## src/rtl/saturn_uart_fifo_tx.sv

```systemverilog
// saturn_uart_fifo_tx: buffered 8N1 transmitter for the saturn_bus debug
// character stream. A small circular FIFO absorbs trace bursts; the TX FSM
// drains it one frame at a time at CLK_HZ/BAUD cycles per bit.
module saturn_uart_fifo_tx #(
  parameter int CLK_HZ     = 25000000,
  parameter int BAUD       = 115200,
  parameter int DEPTH_LOG2 = 4
) (
  input  logic                  clk,
  input  logic                  reset,
  input  logic [7:0]            i_char,
  input  logic                  i_char_valid,
  output logic                  o_serial_busy,
  output logic                  o_serial_tx,
  output logic [DEPTH_LOG2:0]   o_level,
  output logic                  o_overflow,
  output logic                  o_idle
);

  localparam int DIV   = CLK_HZ / BAUD;
  localparam int DEPTH = 1 << DEPTH_LOG2;
  localparam int PW    = DEPTH_LOG2 + 1;
  localparam int CW    = (DIV > 1) ? $clog2(DIV) : 1;

  localparam logic [CW-1:0] DIV_LAST = CW'(DIV - 1);
  localparam logic [CW-1:0] CNT_ONE  = CW'(1);
  localparam logic [PW-1:0] PTR_ONE  = PW'(1);
  localparam logic [PW-1:0] LVL_FULL = PW'(DEPTH);

  typedef enum logic [1:0] {
    IDLE,
    START,
    DATA,
    STOP
  } state_t;

  // character storage
  logic [7:0] mem [DEPTH];

  logic [PW-1:0] wr_ptr_reg;
  logic [PW-1:0] rd_ptr_reg;
  logic [PW-1:0] level_reg;
  logic          overflow_reg;

  state_t        state_reg;
  logic [CW-1:0] baud_cnt_reg;
  logic [2:0]    bit_idx_reg;
  logic [7:0]    shift_reg;
  logic          tx_reg;

  logic full;
  logic empty;
  logic push;
  logic pop;

  // Full/empty come from the registered level, so a pop in the same cycle
  // never lets a strobe sneak into a full FIFO.
  assign full  = (level_reg == LVL_FULL);
  assign empty = (level_reg == '0);
  assign push  = i_char_valid && !full;
  assign pop   = (state_reg == IDLE) && !empty;

  assign o_serial_busy = full;
  assign o_serial_tx   = tx_reg;
  assign o_level       = level_reg;
  assign o_overflow    = overflow_reg;
  assign o_idle        = empty && (state_reg == IDLE);

  // FIFO storage write; no reset so the array can map onto RAM
  always_ff @(posedge clk) begin
    if (push) begin
      mem[wr_ptr_reg[DEPTH_LOG2-1:0]] <= i_char;
    end
  end

  // FIFO pointers, occupancy and sticky overflow flag
  always_ff @(posedge clk) begin
    if (reset) begin
      wr_ptr_reg   <= '0;
      rd_ptr_reg   <= '0;
      level_reg    <= '0;
      overflow_reg <= 1'b0;
    end else begin
      if (push) begin
        wr_ptr_reg <= wr_ptr_reg + PTR_ONE;
      end
      if (pop) begin
        rd_ptr_reg <= rd_ptr_reg + PTR_ONE;
      end
      case ({push, pop})
        2'b10:   level_reg <= level_reg + PTR_ONE;
        2'b01:   level_reg <= level_reg - PTR_ONE;
        default: level_reg <= level_reg;
      endcase
      if (i_char_valid && full) begin
        overflow_reg <= 1'b1;
      end
    end
  end

  // Transmit FSM; the line is registered from the current state, so it lags
  // the state by one cycle and every bit still lasts exactly DIV cycles.
  always_ff @(posedge clk) begin
    if (reset) begin
      state_reg    <= IDLE;
      baud_cnt_reg <= '0;
      bit_idx_reg  <= '0;
      shift_reg    <= '0;
      tx_reg       <= 1'b1;
    end else begin
      case (state_reg)
        IDLE: begin
          tx_reg <= 1'b1;
          if (!empty) begin
            shift_reg    <= mem[rd_ptr_reg[DEPTH_LOG2-1:0]];
            bit_idx_reg  <= '0;
            baud_cnt_reg <= '0;
            state_reg    <= START;
          end
        end
        START: begin
          tx_reg <= 1'b0;
          if (baud_cnt_reg == DIV_LAST) begin
            baud_cnt_reg <= '0;
            state_reg    <= DATA;
          end else begin
            baud_cnt_reg <= baud_cnt_reg + CNT_ONE;
          end
        end
        DATA: begin
          tx_reg <= shift_reg[0];
          if (baud_cnt_reg == DIV_LAST) begin
            baud_cnt_reg <= '0;
            shift_reg    <= {1'b0, shift_reg[7:1]};
            if (bit_idx_reg == 3'd7) begin
              state_reg <= STOP;
            end else begin
              bit_idx_reg <= bit_idx_reg + 3'd1;
            end
          end else begin
            baud_cnt_reg <= baud_cnt_reg + CNT_ONE;
          end
        end
        STOP: begin
          tx_reg <= 1'b1;
          if (baud_cnt_reg == DIV_LAST) begin
            baud_cnt_reg <= '0;
            state_reg    <= IDLE;
          end else begin
            baud_cnt_reg <= baud_cnt_reg + CNT_ONE;
          end
        end
        default: begin
          tx_reg       <= 1'b1;
          baud_cnt_reg <= '0;
          state_reg    <= IDLE;
        end
      endcase
    end
  end

endmodule

```

## config.mk

```make
export PLATFORM = sky130hd
export DESIGN_NAME = saturn_uart_fifo_tx
export DESIGN_NICKNAME = d
export VERILOG_FILES = /design/src/rtl/saturn_uart_fifo_tx.sv
export SDC_FILE = /design/constraint.sdc
export NUM_CORES = 1
export LEC_CHECK = 0
export ABC_AREA = 1
export BUFFER_PORTS_ARGS = -buffer_cell sky130_fd_sc_hd__clkbuf_2
export CORE_ASPECT_RATIO = 0.6
export CORE_MARGIN = 8
export CORE_UTILIZATION = 50
export DETAILED_ROUTE_END_ITERATION = 10
export PLACE_DENSITY = 0.69
export SLEW_MARGIN = 25
export SYNTH_ARGS = -nofsm -noshare
export SYNTH_HDL_FRONTEND = slang
export SYNTH_SLANG_ARGS = --single-unit
```

## constraint.sdc

```tcl
create_clock -name clk -period 2.5 [get_ports clk]
set_clock_uncertainty 0.2 [all_clocks]
set_input_delay 0.5 -clock clk [delete_from_list [all_inputs] [get_ports clk]]
set_output_delay 0.5 -clock clk [all_outputs]
set_load 0.01 [all_outputs]
```

Word-level counts from Yosys, hierarchy flattened
Memory sizes are Yosys's and may differ from the RTL's. A register that Yosys moved wholly into a read port is not among the register bits.
Index checks and enable logic that the tools add are counted.
{"block": "word_totals", "mem_count": 1, "reg_bits": 38, "rom_bits": 0, "latch_bits": 0, "mem_bits_rw": 128}
{"block": "op_classes", "div": 0, "n_mul": 0, "shift": 0, "order_cmp": 0, "bitwise": 0, "n_eq_ne": 14, "reduce_logical": 15, "mux": 22, "add_sub_neg": 6}
{"memory": "mem", "depth": 16, "width": 8, "read_ports": 1, "rd_clocked_by_memory_dff": 1, "wr": 1, "line_no": "38", "rtl": "logic [7:0] mem [DEPTH];"}
{"op": "8-bit two-way mux", "n": 4}
{"op": "8-bit case mux with 2 select lines", "n": 2}
{"op": "5-bit by 1-bit adder with 5-bit output, second input constant", "n": 3}
{"op": "2-bit != test, second input constant", "n": 6}
{"op": "2-bit two-way mux", "n": 5}
{"op": "5-bit case mux with 2 select lines", "n": 1}
{"op": "3-bit two-way mux", "n": 3}
{"op": "8-bit by 1-bit adder with 8-bit output, second input constant", "n": 1}
{"op": "8-bit == test, second input constant", "n": 1}
{"op": "4-bit two-way mux", "n": 2}
{"op": "2-bit case mux with 4 select lines", "n": 1}
{"op": "2-bit == test, second input constant", "n": 3}
{"op": "3-bit case mux with 2 select lines", "n": 1}
{"op": "5-bit == test, second input constant", "n": 1}
{"op": "5-bit logical NOT", "n": 1}
{"op": "5-bit AND reduction", "n": 1}
{"op": "5-bit by 1-bit subtractor with 5-bit output, second input constant", "n": 1}
{"op": "2-bit by 1-bit == test with 1-bit output, second input constant", "n": 2}
{"op": "1-bit logical AND", "n": 4}
{"op": "4-bit AND reduction", "n": 1}
{"op": "2-bit nonzero test", "n": 2}
{"op": "3-bit by 1-bit adder with 3-bit output, second input constant", "n": 1}
{"op": "3-bit == test, second input constant", "n": 1}
{"op": "1-bit case mux with 3 select lines", "n": 1}
{"op": "other kinds (6)", "n": 8}

Depth between registers and ports, before layout
{"block": "depth", "word_depth": 5, "mapped_depth": 15, "ltp_nobuf": 15}

Worst setup path before layout
No wires, ideal clock.
{"block": "synth_timing", "kind": "register to register", "start": "register state_reg[0]", "end": "register level_reg[4], in the netlist o_level[4]", "arrival_ps": 1832, "path_stages_with_launch": 16, "path_slack_ps": 359, "setup_time_ps": 109, "t_required_ps": 2191, "path_buffers": 0, "cell_sequence": "dfxtp_1 inv_1 ha_1 nand2_2 inv_4 ha_1 xor2_1 ha_1 inv_1 nand2_2 nand2_1 nand2_1 nand2_1 nand3_1 nand2_1 inv_1"}
{"block": "synth_between", "elab_chain_len": 4, "word_cells_on_any_way": 6, "cone_classes": "eq/ne: 2; mux: 1; reduce/logical: 3"}
{"item": "start: declaration", "line_no": "45", "rtl": "state_t state_reg;"}
{"item": "start signal: assignment", "line_no": "105", "rtl": "state_reg <= IDLE;"}
{"item": "start signal: assignment", "line_no": "118", "rtl": "state_reg <= START;"}
{"item": "start signal: assignment", "line_no": "125", "rtl": "state_reg <= DATA;"}
{"item": "2-bit logical NOT (*)", "line_no": "61", "rtl": "assign pop = (state_reg == IDLE) && !empty;"}
{"item": "1-bit logical AND (*)", "line_no": "61"}
{"item": "net pop", "line_no": "54", "rtl": "logic pop;"}
{"item": "2-bit by 1-bit == test with 1-bit output or 2-bit == test (tied branches)", "line_no": "90", "rtl": "case ({push, pop})"}
{"item": "5-bit case mux with 2 select lines or 2-bit nonzero test (tied branches)"}
{"item": "end signal: assignment", "line_no": "91", "rtl": "2'b10: level_reg <= level_reg + PTR_ONE;"}
{"item": "end signal: assignment", "line_no": "92", "rtl": "2'b01: level_reg <= level_reg - PTR_ONE;"}
{"item": "end signal: assignment", "line_no": "93", "rtl": "default: level_reg <= level_reg;"}
{"item": "end: declaration", "line_no": "42", "rtl": "logic [PW-1:0] level_reg;"}
Mark *: on every way through the listed nets, which the timed path passes. The rest lies on a longest branch.
A chain may end at the register's enable or synchronous reset.

Worst setup path in the final report
{"block": "layout_timing", "start": "register state_reg[0]", "end": "output o_idle"}
{"block": "layout_between", "elab_chain_len": 2}
{"item": "2-bit logical NOT", "line_no": "67", "rtl": "assign o_idle = empty && (state_reg == IDLE);"}
{"item": "1-bit logical AND", "line_no": "67"}
{"item": "end: declaration", "line_no": "17", "rtl": "output logic o_idle"}
No other way between the ends.

==> out/qor.txt <==
total CTS buffers = 17
syn_nets = 729
Fin Setup TNS = 0 ns
core area = 0.0145 mm2
Seq pwr share = 0.395
Hold EP = o_overflow
# rows = 34
share of cells above drive strength 1 = 0.141
yosys warns = 0
Fin Hold WS = 0.184 ns
final antenna-violating net count = 0
Yosys cell types = 38
vias in the first global route = 4800
sw frac = 0.336
Hold Path Class = in -> reg
Layout area overhead = 13.7%
CP Data Arrival Time = 1.66 ns
CP Max Fanout = 4
CP Data Required Time = 1.80 ns
# port buffers = 19
largest net degree at the start of global routing = 64
Startpoint Class = register
maximum vdd drop = 615 uV
# setup viols final = 0
period utilization = 0.944
worst reg2reg startpoint = o_level[0]
die span in x = 173 um
Clock Latency Late Sink = 0.42 ns
CTS tree = done
GR Util All Layers = 0.172
drt via density = 5.34
internal portion of total power = 5670 uW
total gr overflow = 0
first-pass GRT wire length = 25.3 mm
CP Cell Sequence = inv_1, ha_1, buf_4, nand4_2, clkinv_1, clkbuf_2
cts hold-fix bufs = 0
slowest CP cell = dfxtp_1
leak pwr = 0.00326 uW
Post-Syn Instances = 702
final wirelength = 16.1 mm
Inserted Diodes = 0
fmax = 424 MHz
r2r endpoint = o_level[4]
busiest grt layer = met2
fillers = 1206
crit path capture type = primary output
kind of critical path = reg -> out
clk buf depth = 2
detailed placer's ending HPWL = 10.8 mm
met1 Use GR = 0.239
P_sw = 2870 uW
CTS H-tree depth = 4
GR Util met2 = 0.270
Hold Fails Final Rpt = 0
via count = 5065
Max Cap Violations = 0
number of flip-flops in the largest register = 128
combinational fraction of design power = 0.300
Die ar. = 0.0191 mm2
clk sinks = 168
Worst Hold Depth = 3
DR pass1 iterations = 6
worst slew pin tran = 0.655 ns
Min Clock Period, post-route = 2.36 ns
post-synthesis sequential area ratio = 0.628
initial core utilization = 0.511
outcome = finished, final reports clean
Boundary Pins = 20
slowest cell delay on critical path = 0.37 ns
max_slew headroom = 0.563
worst reg2reg path depth = 13
Hold Crit Start = i_char_valid
final net count = 765
Mapped Area = 0.00739 mm2
sequential cell area = 0.00465 mm2
routed length per placed instance = 17.0 um
Post CTS Setup Buffer Count = 0
FF+latch count, synth = 168
crit path buf inv count = 4
CP delay by family, top = buffers and inverters
clock share of power = 0.305
Initial DRC Count = 550
GPL Wtd Cong = 0.900
Pwr per Cell Area = 1020 mW/mm2
drt drc = 0
M3 GR Usage = 0.0357
Multi-input gate area = 0.00219 mm2
cts repair resizes = 0
Die Y = 110 um
initial antenna violation count = 0
r2r setup slk = 0.17 ns
clock slew at reported path FFs = 0.07 ns
RSZ-0062 raised after global routing = false
Mean Syn Cell Area = 10.5 um2
CTS root buf = clkbuf_16
final core utilization = 0.581
Slew Limit Fails = 0
tightest hold or removal path: cells and delay by family:
| family | cells | cell delay [ns] |
|---|---|---|
| compound gates | 1 | 0.07 |
| buf+inv | 1 | 0.11 |
| simple gates | 1 | 0.08 |
cell usage in the layout (no fill, tap or decap), types with 2 or more instances in the layout:
master / n
nor3_1: 2
clkbuf_1: 2
clkinv_4: 3
o21ai_1: 3
clkbuf_16: 17
nand2_2: 2
nand3_2: 3
nand2_1: 85
nand2_4: 4
buf_4: 25
nor2_1: 54
buf_12: 3
nor2_2: 2
nand3_1: 62
inv_1: 98
xor2_1: 3
bufinv_16: 3
o21ai_0: 50
dfxtp_1: 38
clkbuf_2: 19
edfxtp_1: 128
nand4_1: 5
a21oi_2: 6
ha_1: 16
or2_2: 2
a21oi_1: 57
inv_2: 3
o211ai_1: 32
nor2_4: 3
clkinv_1: 5
inv_4: 2
cell families (layout without fill, tap and decap cells):
group	Yosys count	after routing	synth area share
simple gates	228	228	0.145
buf+inv	134	183	0.0760
flops	168	168	0.628
xor+xnor	5	5	0.00694
compound gates	151	151	0.117
fa+ha+maj	16	16	0.0271
through the flow:
step,cells,worst slack [ns],area (um2),power [uW]
after global routing,949,0.0322,8410,9030
after floorplan,702,0.359,7390,5310
after detailed placement,917,0.199,7820,5960
after CTS,949,0.131,8410,8560
after global placement,917,0.280,7820,5890
final,949,0.141,8410,8540
layer usage:
metal / vias to the layer above / routed length, um / share of wire
li1: 2481 / - / -
met1: 2400 / 7450 / 0.46
met2: 164 / 7260 / 0.45
met3: 20 / 1240 / 0.077
met4: 0 / 199 / 0.012
met5: - / 0 / 0
worst max-delay path by stage:
stage                 start          to  slack, ns  depth (start not counted)
5_1_grt        state_reg[0]      o_idle       0.03                          6
6_report       state_reg[0]      o_idle       0.14                          6
3_5_place_dp     o_level[3]  o_level[4]       0.20                         13
2_1_floorplan  state_reg[0]  o_level[4]       0.36                         15
4_1_cts        state_reg[0]      o_idle       0.13                          6
3_3_place_gp     o_level[3]  o_level[4]       0.28                         13
final cells by class:
class                   instances  share of cell area
clock buffers                  19              0.0515
clock inverters                13              0.0182
inverters                     104              0.0470
multi-input cells             400               0.260
flip-flops and latches        168               0.553
well taps                     198              0.0295
repair buffers                 47              0.0408
cell usage after synthesis (all sizes together):
library cell / count / share of area
edfxtp: 128 / 0.52
inv: 103 / 0.053
nand2: 91 / 0.051
nand3: 65 / 0.046
a21oi: 63 / 0.046
nor2: 59 / 0.034
o21ai: 53 / 0.036
dfxtp: 40 / 0.11
o211ai: 32 / 0.032
buf: 23 / 0.019
ha: 16 / 0.027
clkbuf: 7 / 0.0036
nand4: 6 / 0.0059
xor2: 4 / 0.0058
nor3: 3 / 0.0027
or2: 2 / 0.0017
a22oi: 1 / 0.0010
a31oi: 1 / 0.00085
a32oi: 1 / 0.0012
and3: 1 / 0.00085
clkinv: 1 / 0.00051
nand3b: 1 / 0.0027
xnor2: 1 / 0.0012
power by group through the flow:
stage / clock (uW) / combinational (uW) / sequential, uW
floorplan: 0 / 1920 / 3390
global placement: 0 / 2480 / 3410
detailed placement: 0 / 2540 / 3430
CTS: 2630 / 2560 / 3370
global route: 2750 / 2880 / 3400
finish: 2600 / 2570 / 3370
(Power assumes the default switching activity.)
